<file path="config.mk">
export PLATFORM = sky130hd
export DESIGN_NAME = comet2_fetch_unit
export DESIGN_NICKNAME = d
export VERILOG_FILES = /design/src/rtl/comet2_pkg.sv /design/src/rtl/comet2_oplen_decode.sv /design/src/rtl/comet2_fetch_unit.sv
export SDC_FILE = /design/constraint.sdc
export NUM_CORES = 1
export LEC_CHECK = 0
export ABC_AREA = 1
export BUFFER_PORTS_ARGS = -buffer_cell sky130_fd_sc_hd__clkbuf_2
export CORE_ASPECT_RATIO = 0.6
export CORE_MARGIN = 2
export CORE_UTILIZATION = 55
export DETAILED_ROUTE_END_ITERATION = 10
export GPL_TIMING_DRIVEN = 0
export PLACE_DENSITY_LB_ADDON = 0.2
export SETUP_SLACK_MARGIN = 0.2
export SLEW_MARGIN = 20
export SYNTH_ARGS = -nofsm -noshare
export SYNTH_HDL_FRONTEND = slang
export SYNTH_SLANG_ARGS = --single-unit
</file>
<file path="constraint.sdc">
create_clock -name mclk -period 3 [get_ports mclk]
set_input_delay 0.6 -clock mclk [delete_from_list [all_inputs] [get_ports mclk]]
set_output_delay 0.6 -clock mclk [all_outputs]
set_load 0.1 [all_outputs]
</file>
<file path="src/rtl/comet2_pkg.sv">
// comet2_pkg: shared definitions for the COMET II fetch/sequencing unit.
// Holds the FSM state encodings (also visible on the fetch unit's `state`
// port) and the NOP opcode constant.
`timescale 1ns/1ps
package comet2_pkg;

    typedef enum logic [2:0] {
        ST_IDLE  = 3'b000,
        ST_INIT  = 3'b001,
        ST_IFET1 = 3'b010,
        ST_IFET2 = 3'b011,
        ST_EXEC  = 3'b100,
        ST_FAULT = 3'b101
    } state_t;

    localparam logic [7:0] OP_NOP = 8'h00;

endpackage

</file>
<file path="src/rtl/comet2_oplen_decode.sv">
// comet2_oplen_decode: combinational instruction-length classifier.
// Ports:
//   op_code  in  8  opcode byte (IR1[15:8])
//   one_word out 1  single-word, non-NOP instruction
//   two_word out 1  instruction carries a second (address) word
//   is_nop   out 1  opcode is the NOP
// Shared by the fetch sequencer and the execute-stage decoder.
`timescale 1ns/1ps
module comet2_oplen_decode
    import comet2_pkg::*;
(
    input  logic [7:0] op_code,
    output logic       one_word,
    output logic       two_word,
    output logic       is_nop
);

    logic grp_a;   // families 0x1x..0x5x, low quarter only (op_code[3:2] == 0)
    logic grp_b;   // whole 0x6x row
    logic grp_c;   // isolated two-word opcodes

    assign grp_a = (op_code[3:2] == 2'b00) &&
                   (op_code[7:4] >= 4'h1) && (op_code[7:4] <= 4'h5);
    assign grp_b = (op_code[7:4] == 4'b0110);
    assign grp_c = (op_code == 8'h70) || (op_code == 8'h80) || (op_code == 8'hF0);

    assign two_word = grp_a || grp_b || grp_c;
    assign is_nop   = (op_code == OP_NOP);
    assign one_word = !two_word && !is_nop;

endmodule

</file>
<file path="src/rtl/comet2_fetch_unit.sv">
// comet2_fetch_unit: COMET II instruction fetch and sequencing FSM.
// Owns the PC, fetches one- or two-word instructions over a req/ack read
// port (wait states allowed, bounded by TIMEOUT), and presents each one to
// execute with an ir_valid/exec_done handshake. Supports branch redirect.
// Ports:
//   mclk, rst            clock, synchronous active-high reset
//   init                 start request (IDLE/FAULT only)
//   mem_req/mem_addr     read request and address (address == PC)
//   mem_ack/mem_rdata    read data strobe and data
//   ir_valid             instruction presented to execute
//   op_code/regs/adr     IR1[15:8], IR1[7:0], IR2
//   ir_len2              presented instruction is two words
//   exec_done            execute finished the presented instruction
//   pc_load/pc_load_val  redirect request and target (with exec_done)
//   state/fault          FSM state, bus-timeout fault flag
`timescale 1ns/1ps
module comet2_fetch_unit
    import comet2_pkg::*;
#(
    parameter int unsigned        ADDR_W   = 16,
    parameter logic [ADDR_W-1:0]  RESET_PC = '0,
    parameter int unsigned        TIMEOUT  = 255
)(
    input  logic              mclk,
    input  logic              rst,
    input  logic              init,
    output logic              mem_req,
    output logic [ADDR_W-1:0] mem_addr,
    input  logic              mem_ack,
    input  logic [15:0]       mem_rdata,
    output logic              ir_valid,
    output logic [7:0]        op_code,
    output logic [7:0]        regs,
    output logic [ADDR_W-1:0] adr,
    output logic              ir_len2,
    input  logic              exec_done,
    input  logic              pc_load,
    input  logic [ADDR_W-1:0] pc_load_val,
    output logic [2:0]        state,
    output logic              fault
);

    localparam int unsigned       CNT_W       = (TIMEOUT < 2) ? 1 : $clog2(TIMEOUT + 1);
    localparam logic [CNT_W-1:0]  TIMEOUT_CNT = CNT_W'(TIMEOUT);
    localparam logic [CNT_W-1:0]  CNT_ONE     = CNT_W'(1);
    localparam logic [ADDR_W-1:0] PC_ONE      = ADDR_W'(1);

    state_t            state_q, state_d;
    logic [ADDR_W-1:0] pc;
    logic [15:0]       ir1, ir2;
    logic              ir_len2_q;
    logic [CNT_W-1:0]  wait_cnt;

    logic fetch_one, fetch_two, fetch_nop;
    logic timeout_hit;

    // Classify the word arriving from memory so the next state is known in
    // the same cycle as the ack (zero-wait fetch = one cycle per word).
    comet2_oplen_decode u_decode (
        .op_code  (mem_rdata[15:8]),
        .one_word (fetch_one),
        .two_word (fetch_two),
        .is_nop   (fetch_nop)
    );

    // An ack in the timeout cycle takes priority over the fault.
    assign timeout_hit = (TIMEOUT != 0) && !mem_ack && (wait_cnt == TIMEOUT_CNT);

    // NOTE: sequential state uses non-blocking assignments so every register
    // samples pre-edge values, independent of block ordering.
    always_ff @(posedge mclk) begin
        if (rst) state_q <= ST_IDLE;
        else     state_q <= state_d;
    end

    // NOTE: every output of this block is defaulted first, so no path can
    // leave a value unassigned and infer a latch.
    always_comb begin
        state_d  = state_q;
        mem_req  = 1'b0;
        ir_valid = 1'b0;
        fault    = 1'b0;
        case (state_q)
            ST_IDLE:  if (init) state_d = ST_INIT;
            ST_INIT:  state_d = ST_IFET1;
            ST_IFET1: begin
                mem_req = 1'b1;
                if (mem_ack) begin
                    if (fetch_two)      state_d = ST_IFET2;
                    else if (fetch_one) state_d = ST_EXEC;
                    else if (fetch_nop) state_d = ST_IFET1;
                end else if (timeout_hit) begin
                    state_d = ST_FAULT;
                end
            end
            ST_IFET2: begin
                mem_req = 1'b1;
                if (mem_ack)          state_d = ST_EXEC;
                else if (timeout_hit) state_d = ST_FAULT;
            end
            ST_EXEC: begin
                ir_valid = 1'b1;
                if (exec_done) state_d = ST_IFET1;
            end
            ST_FAULT: begin
                fault = 1'b1;
                if (init) state_d = ST_INIT;
            end
            default:  state_d = ST_IDLE;
        endcase
    end

    // PC, instruction registers and wait counter.
    always_ff @(posedge mclk) begin
        if (rst) begin
            pc        <= RESET_PC;
            ir1       <= '0;
            ir2       <= '0;
            ir_len2_q <= 1'b0;
            wait_cnt  <= '0;
        end else begin
            case (state_q)
                ST_INIT: begin
                    pc        <= RESET_PC;
                    ir1       <= '0;
                    ir2       <= '0;
                    ir_len2_q <= 1'b0;
                    wait_cnt  <= '0;
                end
                ST_IFET1, ST_IFET2: begin
                    if (mem_ack) begin
                        pc       <= pc + PC_ONE;
                        wait_cnt <= '0;
                        if (state_q == ST_IFET1) begin
                            ir1       <= mem_rdata;
                            ir_len2_q <= fetch_two;
                        end else begin
                            ir2 <= mem_rdata;
                        end
                    end else if (timeout_hit) begin
                        wait_cnt <= '0;
                    end else if (TIMEOUT != 0) begin
                        wait_cnt <= wait_cnt + CNT_ONE;
                    end
                end
                ST_EXEC: begin
                    wait_cnt <= '0;
                    if (exec_done && pc_load) pc <= pc_load_val;
                end
                default: wait_cnt <= '0;
            endcase
        end
    end

    assign mem_addr = pc;
    assign op_code  = ir1[15:8];
    assign regs     = ir1[7:0];
    assign adr      = ADDR_W'(ir2);
    // Length flag captured with IR1, so it always reflects the decode of IR1.
    assign ir_len2  = ir_len2_q;
    assign state    = state_q;

endmodule

</file>
==> flow_metrics.env, run 1 <==
export IMPL_final_hold_violation_count=0
export IMPL_initial_cell_density_of_the_core=0.573
export IMPL_syn_area_um2=2910
export IMPL_drc=0
export IMPL_final_nets=572
export IMPL_die_area_um2=5910
export IMPL_final_setup_viol_count=0
export IMPL_avgSynthCellArea_um2=6.79
export IMPL_post_cts_buffers=0
export IMPL_dieHeight_um=60.4
export IMPL_p_comb_frac=0.563
export IMPL_endpoint_kind="output pin"
export IMPL_cts_htree_levels=3
export IMPL_core_rowCount=20
export IMPL_status="finished, final reports clean"
export IMPL_area_growth_syn_to_layout_pct=27.3
export IMPL_power_static_leakage_nw=1.74
export IMPL_power_ir_vdd_worst_mv=0.751
export IMPL_minimum_period_implied_by_the_final_worst_setup_slack_ns=2.64
export IMPL_fin_hold_ws_ns=0.458
export IMPL_ys_warnings_count=0
export IMPL_slew_headroom=0.597
export IMPL_drtPass1Iterations=5
export IMPL_num_vias=3256
export IMPL_tritoncts_clock_tree="built"
export IMPL_first_drt_iteration_drcs=299
export IMPL_hp_class="reg -> reg"
export IMPL_power_density_nw_per_um2=1220
export IMPL_grt_remaining_overflow=0
export IMPL_total_switching_power_w=0.00250
export IMPL_grt_pass1_wl_um=13100
export IMPL_drt_total_wl_um=8290
export IMPL_clockBufferDepth=2
export IMPL_worst_slew_pin_transition_ns=0.604
export IMPL_ys_seq_area_frac=0.412
export IMPL_timing_setup_critical_path_class="reg -> out"
export IMPL_worst_ep_required_time_ns=2.40
export IMPL_clock_skew_ns=0.00729
export IMPL_cts_hold_buffers_added=0
export IMPL_layout_filler_cells=412
export IMPL_clock_latency_ns=0.33
export IMPL_cp_arrival_ns=2.04
export IMPL_numCtsBuffers=9
export IMPL_detail_route_wl_per_cell_um=13.8
export IMPL_cts_root_buf="clkbuf_8"
export IMPL_layout_drive_gt1_share=0.256
export IMPL_internal_power_w=0.00203
export IMPL_post_cts_resized=0
export IMPL_critical_path_startpoint_type="flip-flop"
export IMPL_sinks_on_the_clock_net=60
export IMPL_rsz_0062_raised_after_global_routing="no"
export IMPL_max_cap_viol_count=0
export IMPL_yosysUniqueCellTypes=33
export IMPL_clk_pin_slew_worst_paths_ns=0.07
export IMPL_gp_routability_congestion=0.855
export IMPL_vias_per_cell=5.41
export IMPL_finalMaxSlewViolations=0
export IMPL_core_area_um2=5080
export IMPL_number_of_global_route_vias_before_repair=2889
export IMPL_path_max_fanout=10
export IMPL_cells_after_synthesis=429
export IMPL_final_hpwl_dp_um=6180
export IMPL_p_seq_frac=0.242
export IMPL_placedInstanceArea_um2=3470
export IMPL_post_route_cell_area_um2=3710
export IMPL_pwr_share_clk=0.194
export IMPL_antenna_cells_inserted=0
export IMPL_grt_antenna_before_repair=0
export IMPL_grt_use_total=0.282
export IMPL_synth_seq_cells=60
export IMPL_drtAntennaViolNets=0
export IMPL_numPortBuffers=92
export IMPL_part_of_the_cycle_the_worst_path_needs=0.878
export IMPL_syn_num_nets=469
export IMPL_netSwitchingFraction=0.551
export IMPL_max_clock_freq_mhz=379
export IMPL_grt_start_max_net_pins=11
export IMPL_dieWidth_um=98.0
export IMPL_top_level_ports=93
[routing by layer]
layer / GRT usage / vias to the layer above / wire length [µm]
met2: 0.442 / 173 / 3620
met5: 0 / - / 0
met3: 0.0933 / 18 / 832
li1: - / 1589 / -
met4: 0.0655 / 0 / 99
met1: 0.387 / 1476 / 3730
[power groups by stage]
stage | registers (W) | logic [W] | clock network (W)
2_1_floorplan | 0.00225 | 0.000940 | 0
3_3_place_gp | 0.00110 | 0.00250 | 0
3_5_place_dp | 0.00111 | 0.00253 | 0
4_1_cts | 0.00110 | 0.00254 | 0.000889
5_1_grt | 0.00112 | 0.00271 | 0.000928
6_report | 0.00110 | 0.00255 | 0.000881
[cell usage after synthesis, drive strengths merged]
cell type | n | share of area
a21boi | 1 | 0.0026
a21oi | 46 | 0.079
a22o | 1 | 0.0030
buf | 9 | 0.022
clkbuf | 6 | 0.0077
dfxtp | 60 | 0.41
ha | 2 | 0.0086
inv | 46 | 0.059
nand2 | 99 | 0.13
nand3 | 26 | 0.051
nand4 | 2 | 0.0043
nor2 | 74 | 0.10
nor3 | 4 | 0.0069
o211ai | 4 | 0.010
o21ai | 34 | 0.062
o21bai | 6 | 0.015
o22ai | 1 | 0.0021
o31ai | 1 | 0.0026
or2 | 3 | 0.0064
xnor2 | 2 | 0.0060
xor2 | 2 | 0.0060
[cell usage in the layout (no fill, tap or decap), drive strengths merged, types with 3 or more instances in the layout]
master,synthesis,routed
nor2,74,74
a21oi,46,46
nand2,99,99
bufinv,0,3
o21ai,34,34
o211ai,4,4
o21bai,6,6
clkbuf,6,108
buf,9,8
or2,3,3
inv,46,46
nand3,26,26
dfxtp,60,60
nor3,4,4
[final cells by class]
class | count | area, µm² | share of cell area
plain buffers | 15 | 95.1 | 0.0256
clock buffers | 10 | 138 | 0.0371
inverters | 46 | 173 | 0.0466
clock inverters | 5 | 100 | 0.0270
well taps | 66 | 82.6 | 0.0223
repair buffers | 92 | 460 | 0.124
multi-input cells | 308 | 1460 | 0.393
flip-flops and latches | 60 | 1200 | 0.324
[cell families (layout without fill, tap and decap cells)]
kind of cell    Yosys count  count (layout)  synth area share
simple gates            208             208             0.301
compound gates           94              94             0.177
buf+inv                  61             168            0.0889
flops                    60              60             0.412
xor+xnor                  4               4            0.0120
fa+ha+maj                 2               2           0.00859
[critical path, stage by stage (launching register included)]
cell and delay (ns):
dfxtp_1 0.45, inv_2 0.10, nor2_4 0.30, clkbuf_2 0.34, clkbuf_2 0.51
[registers in the layout, summed over array words and instances, names as in the netlist]
signal	cells
adr	16
ir1	16
mem_addr	16
wait_cnt	8
state	3
ir_len2	1
[stage by stage]
stage / total power (W) / std cells / setup TNS (ns) / util / worst slack [ns]
2_1_floorplan: 0.00319 / 429 / -0.0535 / - / -0.0535
3_3_place_gp: 0.00360 / 587 / 0 / 0.683 / 0.767
3_5_place_dp: 0.00364 / 587 / 0 / 0.683 / 0.753
4_1_cts: 0.00452 / 602 / 0 / 0.730 / 0.381
5_1_grt: 0.00476 / 602 / 0 / 0.730 / 0.266
6_report: 0.00453 / 602 / 0 / 0.730 / 0.365
[worst paths after layout]
path / start / to / slack [ns] / depth (start not counted)
worst min-delay path: wait_cnt[0]$_SDFF_PP0_ / wait_cnt[0]$_SDFF_PP0_ / 0.46 / 1
worst max-delay path: state[1]$_SDFFE_PP0P_ / mem_req / 0.36 / 4
worst min register to register: wait_cnt[0]$_SDFF_PP0_ / wait_cnt[0]$_SDFF_PP0_ / 0.46 / 1
worst max register to register: state[1]$_SDFFE_PP0P_ / adr[0]$_SDFFE_PP0P_ / 1.14 / 7
No activity file was read; power rests on OpenSTA's default activity.
==> run 2, diff against run 1 <==
- CORE_UTILIZATION: 55 -> 57
- CTS_BUF_LIST: not set -> sky130_fd_sc_hd__clkbuf_8
- GPL_TIMING_DRIVEN: 0 -> not set
==> run 2 against run 1 <==
Final area is 3.1% lower. Global-route usage is 0.95 points lower. Fmax is 9.9% higher. Setup slack better by 0.24 ns. Via count is 6.5% lower. First-iteration DRC count is 59% lower. Hold slack better by 0.0077 ns. Routed wire length is 11% lower. Critical endpoint unchanged. Largest power group unchanged. Critical path type unchanged. Cell count is 2.0% lower. Sequential share of layout area is 1.0 points higher. Clock skew hardly changed.
==> flow_metrics.env, run 2 (synthesis gave the netlist of run 1 again) <==
export IMPL_top_level_ports=93
export IMPL_worst_ep_required_time_ns=2.40
export IMPL_rsz_0062_raised_after_global_routing="no"
export IMPL_core_area_um2=4980
export IMPL_placedInstanceArea_um2=3390
export IMPL_path_max_fanout=18
export IMPL_final_nets=559
export IMPL_numPortBuffers=92
export IMPL_layout_filler_cells=446
export IMPL_clockBufferDepth=2
export IMPL_number_of_global_route_vias_before_repair=2631
export IMPL_slack_of_the_critical_path_ns=0.603
export IMPL_power_static_leakage_nw=1.69
export IMPL_grt_remaining_overflow=0
export IMPL_area_sequential_um2=1200
export IMPL_power_density_nw_per_um2=1180
export IMPL_final_setup_viol_count=0
export IMPL_numCtsBuffers=9
export IMPL_fin_hold_ws_ns=0.465
export IMPL_cts_htree_levels=3
export IMPL_drt_total_wl_um=7410
export IMPL_dieWidth_um=96.3
export IMPL_antenna_cells_inserted=0
export IMPL_sinks_on_the_clock_net=60
export IMPL_grt_pass1_wl_um=11800
export IMPL_grt_use_total=0.273
export IMPL_gp_routability_congestion=0.889
export IMPL_vias_per_cell=5.16
export IMPL_most_common_cell_after_layout_fill_and_taps_aside="nand2_1"
export IMPL_clock_skew_ns=0.00716
export IMPL_dpl_worst_slack_ns=0.886
export IMPL_endpoint_kind="output pin"
export IMPL_clk_pin_slew_worst_paths_ns=0.06
export IMPL_die_area_um2=5720
export IMPL_status="finished, final reports clean"
export IMPL_first_drt_iteration_drcs=124
export IMPL_cts_root_buf="clkbuf_8"
export IMPL_critical_path_startpoint_type="flip-flop"
export IMPL_detail_route_wl_per_cell_um=12.6
export IMPL_setup_tns_final_ns=0
export IMPL_initial_cell_density_of_the_core=0.585
export IMPL_post_cts_resized=0
export IMPL_drc=0
export IMPL_cts_hold_buffers_added=0
export IMPL_power_ir_vdd_worst_mv=0.667
export IMPL_post_cts_buffers=0
export IMPL_layout_drive_gt1_share=0.248
export IMPL_dieHeight_um=59.4
export IMPL_clock_latency_ns=0.34
export IMPL_part_of_the_cycle_the_worst_path_needs=0.799
export IMPL_final_hpwl_dp_um=5330
export IMPL_hp_class="reg -> reg"
export IMPL_num_vias=3044
export IMPL_max_cap_viol_count=0
export IMPL_core_rowCount=20
export IMPL_post_route_cell_area_um2=3590
export IMPL_multi_input_comb_area_um2=1460
export IMPL_timing_setup_critical_path_class="reg -> out"
export IMPL_drtAntennaViolNets=0
export IMPL_area_growth_syn_to_layout_pct=23.3
export IMPL_grt_start_max_net_pins=24
export IMPL_cp_arrival_ns=1.80
export IMPL_final_hold_violation_count=0
export IMPL_worst_slew_pin_transition_ns=0.557
export IMPL_finalMaxSlewViolations=0
export IMPL_tritoncts_clock_tree="built"
export IMPL_drtPass1Iterations=5
export IMPL_grt_antenna_before_repair=0
export IMPL_slew_headroom=0.627
export IMPL_layout_cells_most_common_list="nand2_1, clkbuf_2, nor2_1"
export IMPL_max_clock_freq_mhz=417
export IMPL_minimum_period_implied_by_the_final_worst_setup_slack_ns=2.40
-- run 2: final cells by class --
type | count | share of cell area
Clock inverter | 5 | 0.0143
Multi-Input combinational cell | 308 | 0.406
Timing Repair Buffer | 94 | 0.132
Tap cell | 66 | 0.0230
Inverter | 46 | 0.0481
Sequential cell | 60 | 0.334
Clock buffer | 11 | 0.0421
-- run 2: worst max-delay path, cell delays in order (launching register included) --
cell and delay (ns):
dfxtp_1 0.45, inv_2 0.10, nor2_4 0.37, clkbuf_2 0.54
-- run 2: routing by layer --
metal / share of wire / global-route usage / vias to the layer above / wire, µm
met5: 0 / 0 / - / 0
met4: 0.010 / 0.0837 / 0 / 76
met3: 0.082 / 0.106 / 9 / 609
met2: 0.43 / 0.401 / 121 / 3220
met1: 0.47 / 0.372 / 1348 / 3500
li1: - / - / 1566 / -
-- run 2: worst paths after layout --
check                   startpoint                   endpoint  slack (ns)  cells past startpoint
max          state[1]$_SDFFE_PP0P_                    mem_req        0.60                      3
min reg2reg    ir1[8]$_SDFFE_PP0P_        ir1[8]$_SDFFE_PP0P_        0.47                      2
max reg2reg  state[1]$_SDFFE_PP0P_  mem_addr[12]$_SDFFE_PP0P_        0.87                      8
min            ir1[8]$_SDFFE_PP0P_        ir1[8]$_SDFFE_PP0P_        0.47                      2
-- run 2: through the flow --
stage	std cells	utilization	total power, W
6_report	590	0.721	0.00425
3_5_place_dp	574	0.681	0.00353
5_1_grt	590	0.721	0.00449
4_1_cts	590	0.721	0.00426
3_3_place_gp	574	0.681	0.00349
2_1_floorplan	429	-	0.00319
-- run 2: power breakdown --
part	internal, W	total, W	switching [W]
logic	0.000414	0.00242	0.00200
clock network	0.000423	0.000740	0.000317
registers	0.000967	0.00110	0.000131
